`config.mk`:
```
export PLATFORM = sky130hd
export DESIGN_NAME = tcm_dec_trb_sched
export DESIGN_NICKNAME = d
export VERILOG_FILES = /design/src/rtl/tcm_dec_trb_sched.sv
export SDC_FILE = /design/constraint.sdc
export NUM_CORES = 1
export LEC_CHECK = 0
export CORE_ASPECT_RATIO = 1.4
export CORE_MARGIN = 2
export CORE_UTILIZATION = 57
export CTS_CLUSTER_DIAMETER = 120
export CTS_CLUSTER_SIZE = 30
export DETAILED_ROUTE_END_ITERATION = 8
export GPL_TIMING_DRIVEN = 0
export PLACE_DENSITY = 0.8
export RECOVER_POWER = 100
export SETUP_SLACK_MARGIN = 0.1
export SKIP_CTS_REPAIR_TIMING = 1
export SYNTH_ARGS = -nofsm -noshare
export SYNTH_HDL_FRONTEND = slang
export SYNTH_SLANG_ARGS = --single-unit
```
`constraint.sdc`:
```
create_clock -name iclk -period 4.25 [get_ports iclk]
set_input_delay 0.425 -clock iclk [delete_from_list [all_inputs] [get_ports iclk]]
set_output_delay 0.425 -clock iclk [all_outputs]
set_load 0.005 [all_outputs]
```
`src/rtl/tcm_dec_trb_sched.sv`:
```
// Traceback job scheduler: queues regular and flush jobs in an in-order FIFO and
// issues them one at a time to the single traceback engine (req/ack, then done).
module tcm_dec_trb_sched #(
  parameter int pTRB_LENGTH = 64,
  parameter int pBIDX_W     = 2,
  parameter int pSTATE_W    = 6,
  parameter int pFIFO_DEPTH = 4
) (
  input  logic                             iclk,
  input  logic                             ireset,
  input  logic                             iclkena,
  input  logic                             istart,
  input  logic [pBIDX_W-1:0]               iraddr_bidx,
  input  logic [pSTATE_W-1:0]              istate,
  input  logic                             iflush,
  input  logic [pBIDX_W-1:0]               ifraddr_bidx,
  input  logic [$clog2(pTRB_LENGTH)-1:0]   ifraddr_addr,
  input  logic [$clog2(pTRB_LENGTH)-1:0]   ifsize_m1,
  input  logic [pSTATE_W-1:0]              ifstate,
  output logic                             otrb_req,
  output logic                             otrb_flush,
  output logic [pBIDX_W-1:0]               otrb_bidx,
  output logic [$clog2(pTRB_LENGTH)-1:0]   otrb_addr,
  output logic [$clog2(pTRB_LENGTH)-1:0]   otrb_size_m1,
  output logic [pSTATE_W-1:0]              otrb_state,
  input  logic                             itrb_ack,
  input  logic                             itrb_done,
  output logic                             oeof,
  output logic [$clog2(pFIFO_DEPTH):0]     olevel,
  output logic                             ooverflow
);

  localparam int AW = $clog2(pTRB_LENGTH);
  localparam int PW = $clog2(pFIFO_DEPTH);
  localparam int LW = PW + 1;

  localparam logic [1:0] IDLE  = 2'd0;
  localparam logic [1:0] ISSUE = 2'd1;
  localparam logic [1:0] WAIT  = 2'd2;

  typedef struct packed {
    logic                flush;
    logic [pBIDX_W-1:0]  bidx;
    logic [AW-1:0]       addr;
    logic [AW-1:0]       size_m1;
    logic [pSTATE_W-1:0] state;
  } job_t;

  job_t          mem_q [pFIFO_DEPTH];
  logic [PW-1:0] wptr_q, wptr_d, rptr_q, rptr_d;
  logic [LW-1:0] level_q, level_d;
  logic [1:0]    state_q, state_d;
  job_t          job_q, job_d;
  logic          req_q, req_d;
  logic          eof_q, eof_d;
  logic          ovf_q, ovf_d;

  logic          pop, push_reg, push_fl;
  logic [LW:0]   free_w;
  job_t          reg_job, fl_job, head;

  assign reg_job = '{flush: 1'b0, bidx: iraddr_bidx, addr: AW'(pTRB_LENGTH - 1),
                     size_m1: AW'(pTRB_LENGTH - 1), state: istate};
  assign fl_job  = '{flush: 1'b1, bidx: ifraddr_bidx, addr: ifraddr_addr,
                     size_m1: ifsize_m1, state: ifstate};
  assign head    = mem_q[rptr_q];

  // A pop on the ack cycle frees its slot for this cycle's pushes; the
  // regular entry claims free space before the flush entry.
  assign pop      = (state_q == ISSUE) && itrb_ack;
  assign free_w   = (LW+1)'(pFIFO_DEPTH) - {1'b0, level_q} + (LW+1)'(pop);
  assign push_reg = istart && (free_w != '0);
  assign push_fl  = iflush && (free_w > (LW+1)'(istart));

  always_comb begin
    wptr_d  = wptr_q + PW'(push_reg) + PW'(push_fl);
    rptr_d  = rptr_q + PW'(pop);
    level_d = level_q + LW'(push_reg) + LW'(push_fl) - LW'(pop);
    ovf_d   = ovf_q | (istart & ~push_reg) | (iflush & ~push_fl);
    state_d = state_q;
    job_d   = job_q;
    req_d   = req_q;
    eof_d   = 1'b0;
    case (state_q)
      IDLE: begin
        if (|level_q) begin
          state_d = ISSUE;
          job_d   = head;
          req_d   = 1'b1;
        end
      end
      ISSUE: begin
        if (itrb_ack) begin
          state_d = WAIT;
          req_d   = 1'b0;
        end
      end
      WAIT: begin
        if (itrb_done) begin
          eof_d = job_q.flush;
          if (|level_q) begin
            state_d = ISSUE;
            job_d   = head;
            req_d   = 1'b1;
          end else begin
            state_d = IDLE;
          end
        end
      end
      default: begin
        state_d = IDLE;
        req_d   = 1'b0;
      end
    endcase
  end

  // Storage carries no reset; occupancy and pointers alone define validity.
  always_ff @(posedge iclk) begin
    if (ireset && iclkena) begin
      if (push_reg) mem_q[wptr_q] <= reg_job;
      if (push_fl)  mem_q[wptr_q + PW'(push_reg)] <= fl_job;
    end
  end

  always_ff @(posedge iclk) begin
    if (!ireset) begin
      wptr_q  <= '0;
      rptr_q  <= '0;
      level_q <= '0;
      state_q <= IDLE;
      job_q   <= '0;
      req_q   <= 1'b0;
      eof_q   <= 1'b0;
      ovf_q   <= 1'b0;
    end else if (iclkena) begin
      wptr_q  <= wptr_d;
      rptr_q  <= rptr_d;
      level_q <= level_d;
      state_q <= state_d;
      job_q   <= job_d;
      req_q   <= req_d;
      eof_q   <= eof_d;
      ovf_q   <= ovf_d;
    end
  end

  assign otrb_req     = req_q;
  assign otrb_flush   = job_q.flush;
  assign otrb_bidx    = job_q.bidx;
  assign otrb_addr    = job_q.addr;
  assign otrb_size_m1 = job_q.size_m1;
  assign otrb_state   = job_q.state;
  assign oeof         = eof_q;
  assign olevel       = level_q;
  assign ooverflow    = ovf_q;

endmodule

```
==> impl_metrics.json <==
{
  "ios": 62,
  "insertion_delay_ns": 0.42,
  "cp_max_fo": 10,
  "outcome": "completed",
  "mostFrequentLayoutCells": "edfxtp_1 (80), a21o_1 (51), dfxtp_1 (39)",
  "clk_path_buf_depth": 2,
  "die-area_sq_um": 11000,
  "fin_util_pct": 72.84,
  "areaGrowthSynthToFinish_pct": 24.50,
  "core_sq_um": 9899,
  "endpoint_kind": "flop",
  "place_area_sq_um": 6551,
  "synth-async-reset-ratio_pct": 0,
  "hold_viol": 0,
  "via_per_inst": 6.196,
  "cp_data_arrival_time_ns": 4.21,
  "yosysUniqueCellTypes": 46,
  "drv_cap": 0,
  "io_buffers": 59,
  "clk_pin_slew_ns": 0.05,
  "p_int_mw": 2.591,
  "routedWlPerCell_microns": 21.62,
  "max_freq_mhz": 248.7,
  "ant_nets": 0,
  "cts_tree": "yes",
  "peakVddDrop_v": 0.0003404,
  "h-tree-depth": 4,
  "dr.pass1.iters": 6,
  "path_class": "in2reg",
  "syn_nets": 495,
  "hold_ws_ns": 0.3590,
  "fill_cells": 713,
  "p_per_area_nw_per_um2": 489.5,
  "cts-root-buf": "clkbuf_16",
  "hold_class": "in2reg",
  "setup_viol": 0,
  "die_w_microns": 89.20,
  "yosys_register_bits": 119,
  "startpoint_type": "input port",
  "syn_inst": 450,
  "power_frac_clock_pct": 39.3,
  "finalNonFillerCells": 684,
  "layout_commonest_cell": "edfxtp_1",
  "antenna_found_initial": 0,
  "avgSynthCellArea_sq_um": 12.87,
  "grt.total_usage_pct": 28.64,
  "cts_buffers": 17,
  "drive_above_1_share_pct": 17.67,
  "pwr-share-seq_pct": 40.4,
  "drt_iter0_drc": 501,
  "period_share_pct": 94.60,
  "overflow": 0,
  "cts.sinks": 119,
  "synth_warnings": 0,
  "fin_area_sq_um": 7211,
  "fin_total_pwr_mw": 3.529,
  "initial_core_util_pct": 58.51,
  "grt_start_max_net_pins": 21,
  "worst_pin_slew_ns": 1.203,
  "cp_data_required_time_ns": 4.44,
  "grt_pass1_vias": 4266,
  "p_sw_share_pct": 26.60,
  "pwr-share-comb_pct": 20.4,
  "fp.dieH_microns": 123.3,
  "place_hpwl_microns": 9469,
  "grt_pass1_wl_microns": 22540,
  "p_switching_mw": 0.9389,
  "nets": 583,
  "relSlewSlack_pct": 17.74,
  "period_minus_slack_ns": 4.021,
  "final.setup_skew_ns": 0.005113,
  "wl_microns": 14790,
  "rows": 43,
  "place.gp.congestion": 0.8778,
  "grt_setup_unrepaired": "false",
  "yosys_most_used_dff": "edfxtp_1",
  "power_leakage_nw": 3.097,
  "diodes": 0,
  "synth_area_sq_um": 5792,
  "seq_area_frac_synth_pct": 54.96,
  "vias": 4238,
  "synth_edf_count": 80,
  "final_max_slew_viol_count": 0,
  "place_inst": 644,
  "route.detailed.drc": 0
}
==> kinds of logic after synthesis <==
group	count (synthesis)	synth area share (%)
compound gates	105	14.37
xor+xnor	6	0.9073
fa+ha+maj	10	2.420
buf+inv	56	4.537
flops	119	54.96
mux	46	12.49
simple gates	108	10.33
==> layout make-up <==
class	instances	area [sq um]	area share (%)
Buffer	34	171.4	2.377
Clock buffer	18	429.2	5.952
Sequential cell	119	3183	44.14
Timing Repair Buffer	68	658.1	9.127
Multi-Input combinational cell	276	2381	33.02
Tap cell	135	168.9	2.343
Clock inverter	12	136.4	1.891
Inverter	22	82.58	1.145
==> stage by stage <==
stage | worst slack [ns] | setup TNS, ns
after floorplan | 0.4849 | 0
after global placement | -0.8084 | -60.25
after detailed placement | -0.9152 | -73.24
after CTS | -0.5064 | -29.33
after global routing | 0.03504 | 0
final | 0.2294 | 0
==> worst max-delay path, stage by stage <==
cell           delay [ns]
dlygate4sd3_1        0.55
nand2_1              0.05
or2_2                0.30
ha_1                 0.21
inv_1                0.06
ha_1                 0.20
and4b_1              0.22
buf_6                0.13
nor2_1               0.05
o21ai_1              0.25
inv_1                0.08
ha_1                 0.26
xor2_1               0.42
nor2_4               0.16
and2_1               0.23
buf_2                0.22
o31ai_1              0.38
==> synthesized netlist by cell type, types with 12 or more instances <==
library cell	number	area, sq um
edfxtp_1	80	2402
a21o_1	51	382.9
dfxtp_1	39	780.8
nand3_1	33	165.2
nor2b_1	27	168.9
mux2i_1	25	250.2
o31ai_1	23	172.7
inv_1	22	82.58
buf_2	21	105.1
mux4_2	21	473.0
nand2_1	17	63.81
o21ai_0	12	60.06
==> state kept, by name, indices dropped and copies added (netlist names), named ones only <==
signal / cells
otrb_bidx: 2
otrb_addr: 6
wptr_q: 2
otrb_flush: 1
mem_q: 84
olevel: 3
oeof: 1
state_q: 2
otrb_size_m1: 6
ooverflow: 1
otrb_state: 6
rptr_q: 2
otrb_req: 1
==> power groups by stage <==
stage / sequential (mW) / clock (mW) / combinational (mW)
after CTS: 1.43 / 1.39 / 0.708
final: 1.43 / 1.39 / 0.718
after detailed placement: 1.45 / 0 / 0.700
after global routing: 1.43 / 1.45 / 0.780
after floorplan: 1.44 / 0 / 0.456
after global placement: 1.44 / 0 / 0.677
==> path summary, 6_finish.rpt <==
kind                            slack, ns                      to  depth (start not counted)               startpoint
worst max-delay path                 0.23  mem_q[1][18]$_DFFE_PP_                         17                 itrb_ack
worst min-delay path                 0.36   otrb_req$_SDFFE_PN0P_                          3                   ireset
worst max register to register       0.41  mem_q[1][18]$_DFFE_PP_                         16  state_q[0]$_SDFFE_PN0P_
worst min register to register       0.46  ooverflow$_SDFFE_PN0P_                          1   ooverflow$_SDFFE_PN0P_
==> metal layers <==
metal | share of wire [%] | wire length [microns] | GRT usage [%]
met3 | 7.6 | 1129 | 6.342
met2 | 51 | 7605 | 47.59
met1 | 37 | 5486 | 34.87
met5 | 0 | 0 | 0
met4 | 3.8 | 569 | 14.18
Power figures use the tool's default switching activity.
